[config.mk]
export PLATFORM = sky130hd
export DESIGN_NAME = led_matrix_pwm
export DESIGN_NICKNAME = d
export VERILOG_FILES = /design/src/rtl/led_matrix_pwm.sv
export SDC_FILE = /design/constraint.sdc
export NUM_CORES = 1
export LEC_CHECK = 0
export ABC_AREA = 1
export CAP_MARGIN = 25
export CORE_MARGIN = 2
export CORE_UTILIZATION = 58
export CTS_CLUSTER_DIAMETER = 50
export CTS_CLUSTER_SIZE = 30
export DETAILED_ROUTE_END_ITERATION = 10
export DONT_BUFFER_PORTS = 1
export PLACE_DENSITY = 0.8
export SYNTH_ARGS = -nofsm -noshare
export SYNTH_HDL_FRONTEND = slang
export SYNTH_SLANG_ARGS = --single-unit
[constraint.sdc]
create_clock -name clk -period 2.2 [get_ports clk]
set_input_delay 0.11 -clock clk [delete_from_list [all_inputs] [get_ports clk]]
set_output_delay 0.11 -clock clk [all_outputs]
set_load 0.02 [all_outputs]
[src/rtl/led_matrix_pwm.sv]
// led_matrix_pwm: bus-mapped multiplexed LED matrix driver with per-LED PWM
// brightness. Scans ROWS anodes x COLS cathode sinks, one row at a time.
// Optional build macro LED_MATRIX_DOUBLE_BUFFER_EN: bus brightness accesses
// target a back buffer that is copied to the displayed front buffer on a
// swap request (at a frame boundary, or immediately while disabled).
module led_matrix_pwm #(
  parameter int ROWS     = 4,
  parameter int COLS     = 4,
  parameter int PWM_BITS = 4,
  parameter int PRESCALE = 256
) (
  input  logic                clk,
  input  logic                reset_n,
  input  logic [31:0]         address_in,
  input  logic                sel_in,
  input  logic                read_in,
  output logic [31:0]         read_value_out,
  input  logic [3:0]          write_mask_in,
  input  logic [31:0]         write_value_in,
  output logic                ready_out,
  output logic [ROWS-1:0]     aled,
  output logic [COLS-1:0]     kled_en
);

  localparam int LEDS = ROWS * COLS;
  localparam int PS_W = $clog2(PRESCALE);
  localparam logic [PS_W-1:0]     PS_LAST  = PS_W'(PRESCALE - 1);
  localparam logic [PWM_BITS-1:0] PWM_LAST = '1;
  localparam logic [3:0]          ROW_LAST = 4'(ROWS - 1);

  // Bus decode: only word offsets [7:2] matter; BRIGHT window starts at word 16
  logic [5:0] word;
  logic [5:0] bright_idx;
  logic       wr_en;
  logic       ctrl_wr;
  logic       bright_hit;

  assign word       = address_in[7:2];
  assign wr_en      = sel_in && (write_mask_in != 4'b0);
  assign ctrl_wr    = wr_en && (word == 6'd0);
  assign bright_idx = word - 6'd16;
  assign bright_hit = (word >= 6'd16) && ({26'b0, bright_idx} < 32'(LEDS));
  assign ready_out  = sel_in;

  // Bits of the bus that carry no meaning for this block
  logic unused_bits;
  assign unused_bits = ^{read_in, address_in[31:8], address_in[1:0], write_value_in};

  logic                enable_reg;
  logic [PS_W-1:0]     prescale_reg;
  logic [PWM_BITS-1:0] pwm_reg;
  logic [3:0]          row_reg;
  logic [15:0]         frame_reg;
  logic                presc_last;
  logic                pwm_last;
  logic                row_last;
  logic                frame_wrap;

  assign presc_last = (prescale_reg == PS_LAST);
  assign pwm_last   = (pwm_reg == PWM_LAST);
  assign row_last   = (row_reg == ROW_LAST);
  assign frame_wrap = enable_reg && presc_last && pwm_last && row_last;

  // Bus-visible brightness storage; 64 slots so any 6-bit index is legal,
  // slots at or above LEDS are never written and stay zero
  logic [PWM_BITS-1:0] bus_mem [64];
  logic                swap_pending;

  // Enable bit and the prescaler/pwm/row/frame scan counters
  always_ff @(posedge clk or negedge reset_n) begin
    if (!reset_n) begin
      enable_reg   <= 1'b0;
      prescale_reg <= '0;
      pwm_reg      <= '0;
      row_reg      <= '0;
      frame_reg    <= '0;
    end else begin
      if (ctrl_wr) enable_reg <= write_value_in[0];
      if (!enable_reg) begin
        prescale_reg <= '0;
        pwm_reg      <= '0;
        row_reg      <= '0;
        frame_reg    <= '0;
      end else if (!presc_last) begin
        prescale_reg <= prescale_reg + 1'b1;
      end else begin
        prescale_reg <= '0;
        if (!pwm_last) begin
          pwm_reg <= pwm_reg + 1'b1;
        end else begin
          pwm_reg <= '0;
          if (row_last) begin
            row_reg   <= '0;
            frame_reg <= frame_reg + 16'd1;
          end else begin
            row_reg <= row_reg + 4'd1;
          end
        end
      end
    end
  end

  // Brightness writes from the bus; out-of-range indices are dropped
  always_ff @(posedge clk or negedge reset_n) begin
    if (!reset_n) begin
      for (int i = 0; i < 64; i++) bus_mem[i] <= '0;
    end else if (wr_en && bright_hit) begin
      bus_mem[bright_idx] <= write_value_in[PWM_BITS-1:0];
    end
  end

`ifdef LED_MATRIX_DOUBLE_BUFFER_EN
  logic [PWM_BITS-1:0] front_mem [64];
  logic                swap_pending_reg;
  logic                swap_now;

  // A pending swap fires at the frame boundary, or at once when not scanning
  assign swap_now     = swap_pending_reg && (!enable_reg || frame_wrap);
  assign swap_pending = swap_pending_reg;

  // Front buffer copy and swap request bookkeeping; a new request wins over clearing
  always_ff @(posedge clk or negedge reset_n) begin
    if (!reset_n) begin
      for (int i = 0; i < 64; i++) front_mem[i] <= '0;
      swap_pending_reg <= 1'b0;
    end else begin
      if (swap_now) begin
        for (int i = 0; i < 64; i++) front_mem[i] <= bus_mem[i];
      end
      swap_pending_reg <= (swap_pending_reg && !swap_now) || (ctrl_wr && write_value_in[1]);
    end
  end
`else
  assign swap_pending = 1'b0;
`endif

  // Next-cycle drive: one-hot row, column sinks on while brightness exceeds pwm
  logic [ROWS-1:0] aled_next;
  logic [COLS-1:0] kled_next;

  genvar gi;
  generate
    for (gi = 0; gi < ROWS; gi++) begin : g_row
      assign aled_next[gi] = enable_reg && (row_reg == 4'(gi));
    end
    for (gi = 0; gi < COLS; gi++) begin : g_col
      logic [5:0] led_idx;
      assign led_idx = 6'(32'(row_reg) * COLS + gi);
`ifdef LED_MATRIX_DOUBLE_BUFFER_EN
      assign kled_next[gi] = enable_reg && (front_mem[led_idx] > pwm_reg);
`else
      assign kled_next[gi] = enable_reg && (bus_mem[led_idx] > pwm_reg);
`endif
    end
  endgenerate

  // Registered pin drive; row and column change together on one edge
  always_ff @(posedge clk or negedge reset_n) begin
    if (!reset_n) begin
      aled    <= '0;
      kled_en <= '0;
    end else begin
      aled    <= aled_next;
      kled_en <= kled_next;
    end
  end

  // Combinational read mux; drives zero when not selected so the bus can OR
  always_comb begin
    read_value_out = '0;
    if (sel_in) begin
      if (word == 6'd0) begin
        read_value_out = {30'b0, swap_pending, enable_reg};
      end else if (word == 6'd1) begin
        read_value_out = {frame_reg, 8'(pwm_reg), 4'b0, row_reg};
      end else if (bright_hit) begin
        read_value_out = 32'(bus_mem[bright_idx]);
      end
    end
  end

endmodule
==> impl_summary.log <==
INFO  metric met1Wirelength = 23600 µm
INFO  metric clk_path_buf_depth = 3
INFO  metric clock_tree.root_cell = sky130_fd_sc_hd__clkbuf_16
INFO  metric setup_slack = -0.184 ns
INFO  metric max_slew.worst_pin.slew = 1.03 ns
INFO  metric number_of_enable_type_register_cells_in_the_synthesized_netlist = 0
INFO  metric netlist_instances = 2398
INFO  metric finalSetupViolCount = 4
INFO  metric swShare = 37.5%
INFO  metric grt_start_max_net_pins = 298
INFO  metric cp_cell_sequence = inv_8 > buf_12 > buf_6 > a21oi_1 > o21ai_0 > nand3_1 > a311o_1 > ha_1 > nand4_1 > nand2_1 > a21oi_1
INFO  metric switchingPower = 0.00729 W
INFO  metric multiInputGateArea = 0.00847 mm²
INFO  metric gp_routability_congestion = 1.01
INFO  metric cp-start-kind = register
INFO  metric drt-wirelength-per-cell = 21.6 µm
INFO  metric netlist_area = 0.0171 mm²
INFO  metric drt_first_iter_violations = 2606
INFO  metric path_buf_inv = 3
INFO  metric ant_nets = 0
INFO  metric mostFrequentLayoutCell = sky130_fd_sc_hd__nand2_1
INFO  metric die_y = 176 µm
INFO  metric antenna_found_initial = 2
INFO  metric cts_tree = built
INFO  metric ys_ff_latch = 297
INFO  metric max_capacitance_violation_count = 0
INFO  metric critPathSlowestCell = sky130_fd_sc_hd__dfrtp_4
INFO  metric crit_end_category = register
INFO  metric number_of_global_route_vias_before_repair = 16300
INFO  metric period_minus_slack = 2.38 ns
INFO  metric p_total = 0.0194 W
INFO  metric status = complete, but fails checks
INFO  metric routed_via_density = 6.19
INFO  metric cells_after_dpl = 2777
INFO  metric boundaryPins = 113
INFO  metric worst_path_largest_cell_delay = 0.55 ns
INFO  metric std_cell_rows = 62
INFO  metric sequential_cell_area = 0.00744 mm²
INFO  metric maxClockFrequency = 0.419 GHz
INFO  metric cts_made_buffers = 35
INFO  metric cp.required = 2.65 ns
INFO  metric total_of_fill_cells_in_the_finished_design = 2408
INFO  metric dr.pass1.iters = 6
INFO  metric violated_checks = hold timing, setup timing
INFO  metric cp_common_cell = sky130_fd_sc_hd__a21oi_1
INFO  metric final-instance-count-excl-fill = 2867
INFO  metric path_delay_family = compound AO/OA/AOI/OAI gates
INFO  metric grt_pass1_wl = 94000 µm
INFO  metric grt.overflow.total = 0
INFO  metric path_clk_slew = 0.07 ns
INFO  metric cts_hold_buffers = 12
INFO  metric dr_wl_met3 = 7470 µm
INFO  metric synth.lib_cells_used.distinct = 36
INFO  metric final.setup_skew = 0.0134 ns
INFO  metric fin_util = 69.2%
INFO  metric syn_avg_cell_area = 7.12 µm²
INFO  metric die_area = 0.0308 mm²
INFO  metric worstPathMaxFanout = 16
INFO  metric grt_use_total = 39.7%
INFO  metric rsz0062_at_grt = true
INFO  metric timing.setup.critical_path_class = register to register
INFO  metric timing.hold.worst.class = primary input to async pin
INFO  metric cp.arrival = 2.83 ns
INFO  metric seq_area_frac_synth = 43.6%
INFO  metric area.growth.synth_to_final = 17.0%
INFO  metric topRoutingLayerUsed = met4
INFO  metric p_leak = 9.37 nW
INFO  metric timing.final.max_slew_violations = 0
INFO  metric nNetsFinal = 2556
INFO  metric port_buffers = 0
INFO  metric initial_utilization = 59.1%
INFO  metric pwr-share-clk = 30.8%
INFO  metric synth_warnings = 0
INFO  metric post-route-period-util = 108%
INFO  metric power.density = 973 mW/mm²
INFO  metric drive_gt1_share = 13.4%
INFO  metric synthFlopType = sky130_fd_sc_hd__dfrtp_1
INFO  metric largest_reg_flops = 256
INFO  metric ys_async_sr_fraction = 100%
INFO  metric combinationalPowerShare = 35.9%
INFO  metric worst_slew_margin_rel = 31.2%
INFO  metric route.final.wire_length = 61800 µm
INFO  metric dp_hpwl = 41600 µm
INFO  metric worst_vdd_drop = 0.789 mV
INFO  metric hold_slack = -0.711 ns
INFO  metric drc = 0
INFO  metric share_seq_of_total_power = 33.3%
INFO  metric fp.dieW = 176 µm
INFO  metric finalHoldViolations = 297
INFO  metric intPower = 0.0121 W
INFO  metric worst_skew_pair.late_latency = 0.53 ns
INFO  metric routed-via-count = 17800
INFO  metric core = 0.0289 mm²
INFO  metric mostFrequentLayoutCells = 585 x sky130_fd_sc_hd__nand2_1, 295 x sky130_fd_sc_hd__dfrtp_1, 227 x sky130_fd_sc_hd__a21oi_1, 205 x sky130_fd_sc_hd__inv_1, 184 x sky130_fd_sc_hd__o21ai_1
INFO  metric wl_met2 = 26700 µm
INFO  metric htree_levels = 2
INFO  metric clkSinkCount = 297
[cell families after synthesis]
logic type,synth area share [%]
compound gates,20.0
buf+inv,8.56
other cells,0.0220
flops,43.6
xor+xnor,0.462
simple gates,25.3
fa+ha+maj,2.13
[synthesized netlist by cell type, types with 27 or more instances]
cell                       number  area (µm²)
sky130_fd_sc_hd__ha_1          29         363
sky130_fd_sc_hd__nand3_1      162         811
sky130_fd_sc_hd__nor2_1       178         668
sky130_fd_sc_hd__o21ai_1      169         846
sky130_fd_sc_hd__nor2_2        36         225
sky130_fd_sc_hd__o21ai_0      207        1040
sky130_fd_sc_hd__clkbuf_1      95         357
sky130_fd_sc_hd__nand2_1      594        2230
sky130_fd_sc_hd__a21oi_1      232        1160
sky130_fd_sc_hd__dfrtp_1      297        7430
sky130_fd_sc_hd__nand4_1       27         169
sky130_fd_sc_hd__inv_1        215         807
[metal layers]
metal  vias to the layer above  track usage (%)
li1                       8031                -
met1                      8311             55.1
met2                      1138             59.2
met3                       277             7.73
met4                         0             20.7
met5                         -                0
[timing repair]
action	in CTS	in global routing
endpoints found under the setup margin	8	18
endpoints found under the hold margin	454	297
buffers inserted	1	10
pin swaps	2	26
gates resized for setup	43	73
cloned	1	1
[power groups by stage]
stage / Sequential (W) / Clock, W / Combinational (W)
3_3_place_gp: 0.00651 / 0 / 0.00609
2_1_floorplan: 0.00634 / 0 / 0.00398
5_1_grt: 0.00650 / 0.00620 / 0.00754
4_1_cts: 0.00643 / 0.00600 / 0.00652
6_report: 0.00646 / 0.00599 / 0.00698
3_5_place_dp: 0.00652 / 0 / 0.00622
[worst reg2reg max path, cell delays in order, from the launching register on]
cell and delay [ns]:
sky130_fd_sc_hd__dfrtp_4 0.55, sky130_fd_sc_hd__inv_8 0.13, sky130_fd_sc_hd__buf_12 0.18, sky130_fd_sc_hd__buf_6 0.16, sky130_fd_sc_hd__a21oi_1 0.06, sky130_fd_sc_hd__o21ai_0 0.07
sky130_fd_sc_hd__nand3_1 0.16, sky130_fd_sc_hd__a311o_1 0.35, sky130_fd_sc_hd__ha_1 0.30, sky130_fd_sc_hd__nand4_1 0.11, sky130_fd_sc_hd__nand2_1 0.07, sky130_fd_sc_hd__a21oi_1 0.16
[through the flow]
step / setup TNS (ns) / worst slack (ns) / hold slack, ns / cell area, µm²
finish: -0.573 / -0.184 / -0.711 / 20000
global route: -1.12 / -0.309 / -0.717 / 20000
CTS: -0.284 / -0.0954 / -0.720 / 19600
detailed placement: -0.403 / -0.136 / -0.176 / 18100
global placement: -0.222 / -0.0976 / -0.169 / 18100
floorplan: -0.00827 / -0.00827 / -0.186 / 17100
[worst paths after layout]
check                                      from         endpoint  slack [ns]  cells after the start
worst max-delay path                 row_reg[0]       kled_en[1]       -0.18                     11
worst min-delay path                    reset_n      bus_mem[34]       -0.71                      0
worst max register to register       row_reg[0]       kled_en[1]       -0.18                     11
worst min register to register  prescale_reg[0]  prescale_reg[0]        0.45                      1
max in group asynchronous               reset_n      bus_mem[99]        2.07                      0
min in group clk                  address_in[5]     bus_mem[204]        0.03                      2
[final cells by class]
cell class / instances / share of cell area [%]
Timing Repair Buffer: 149 / 7.38
Tap cell: 384 / 2.41
Clock buffer: 42 / 4.83
Multi-Input combinational cell: 1735 / 42.5
Sequential cell: 297 / 37.3
Clock inverter: 20 / 1.12
Inverter: 237 / 4.51
Antenna cell: 3 / 0.0376
Note: power is estimated with default switching activity, not from simulation.
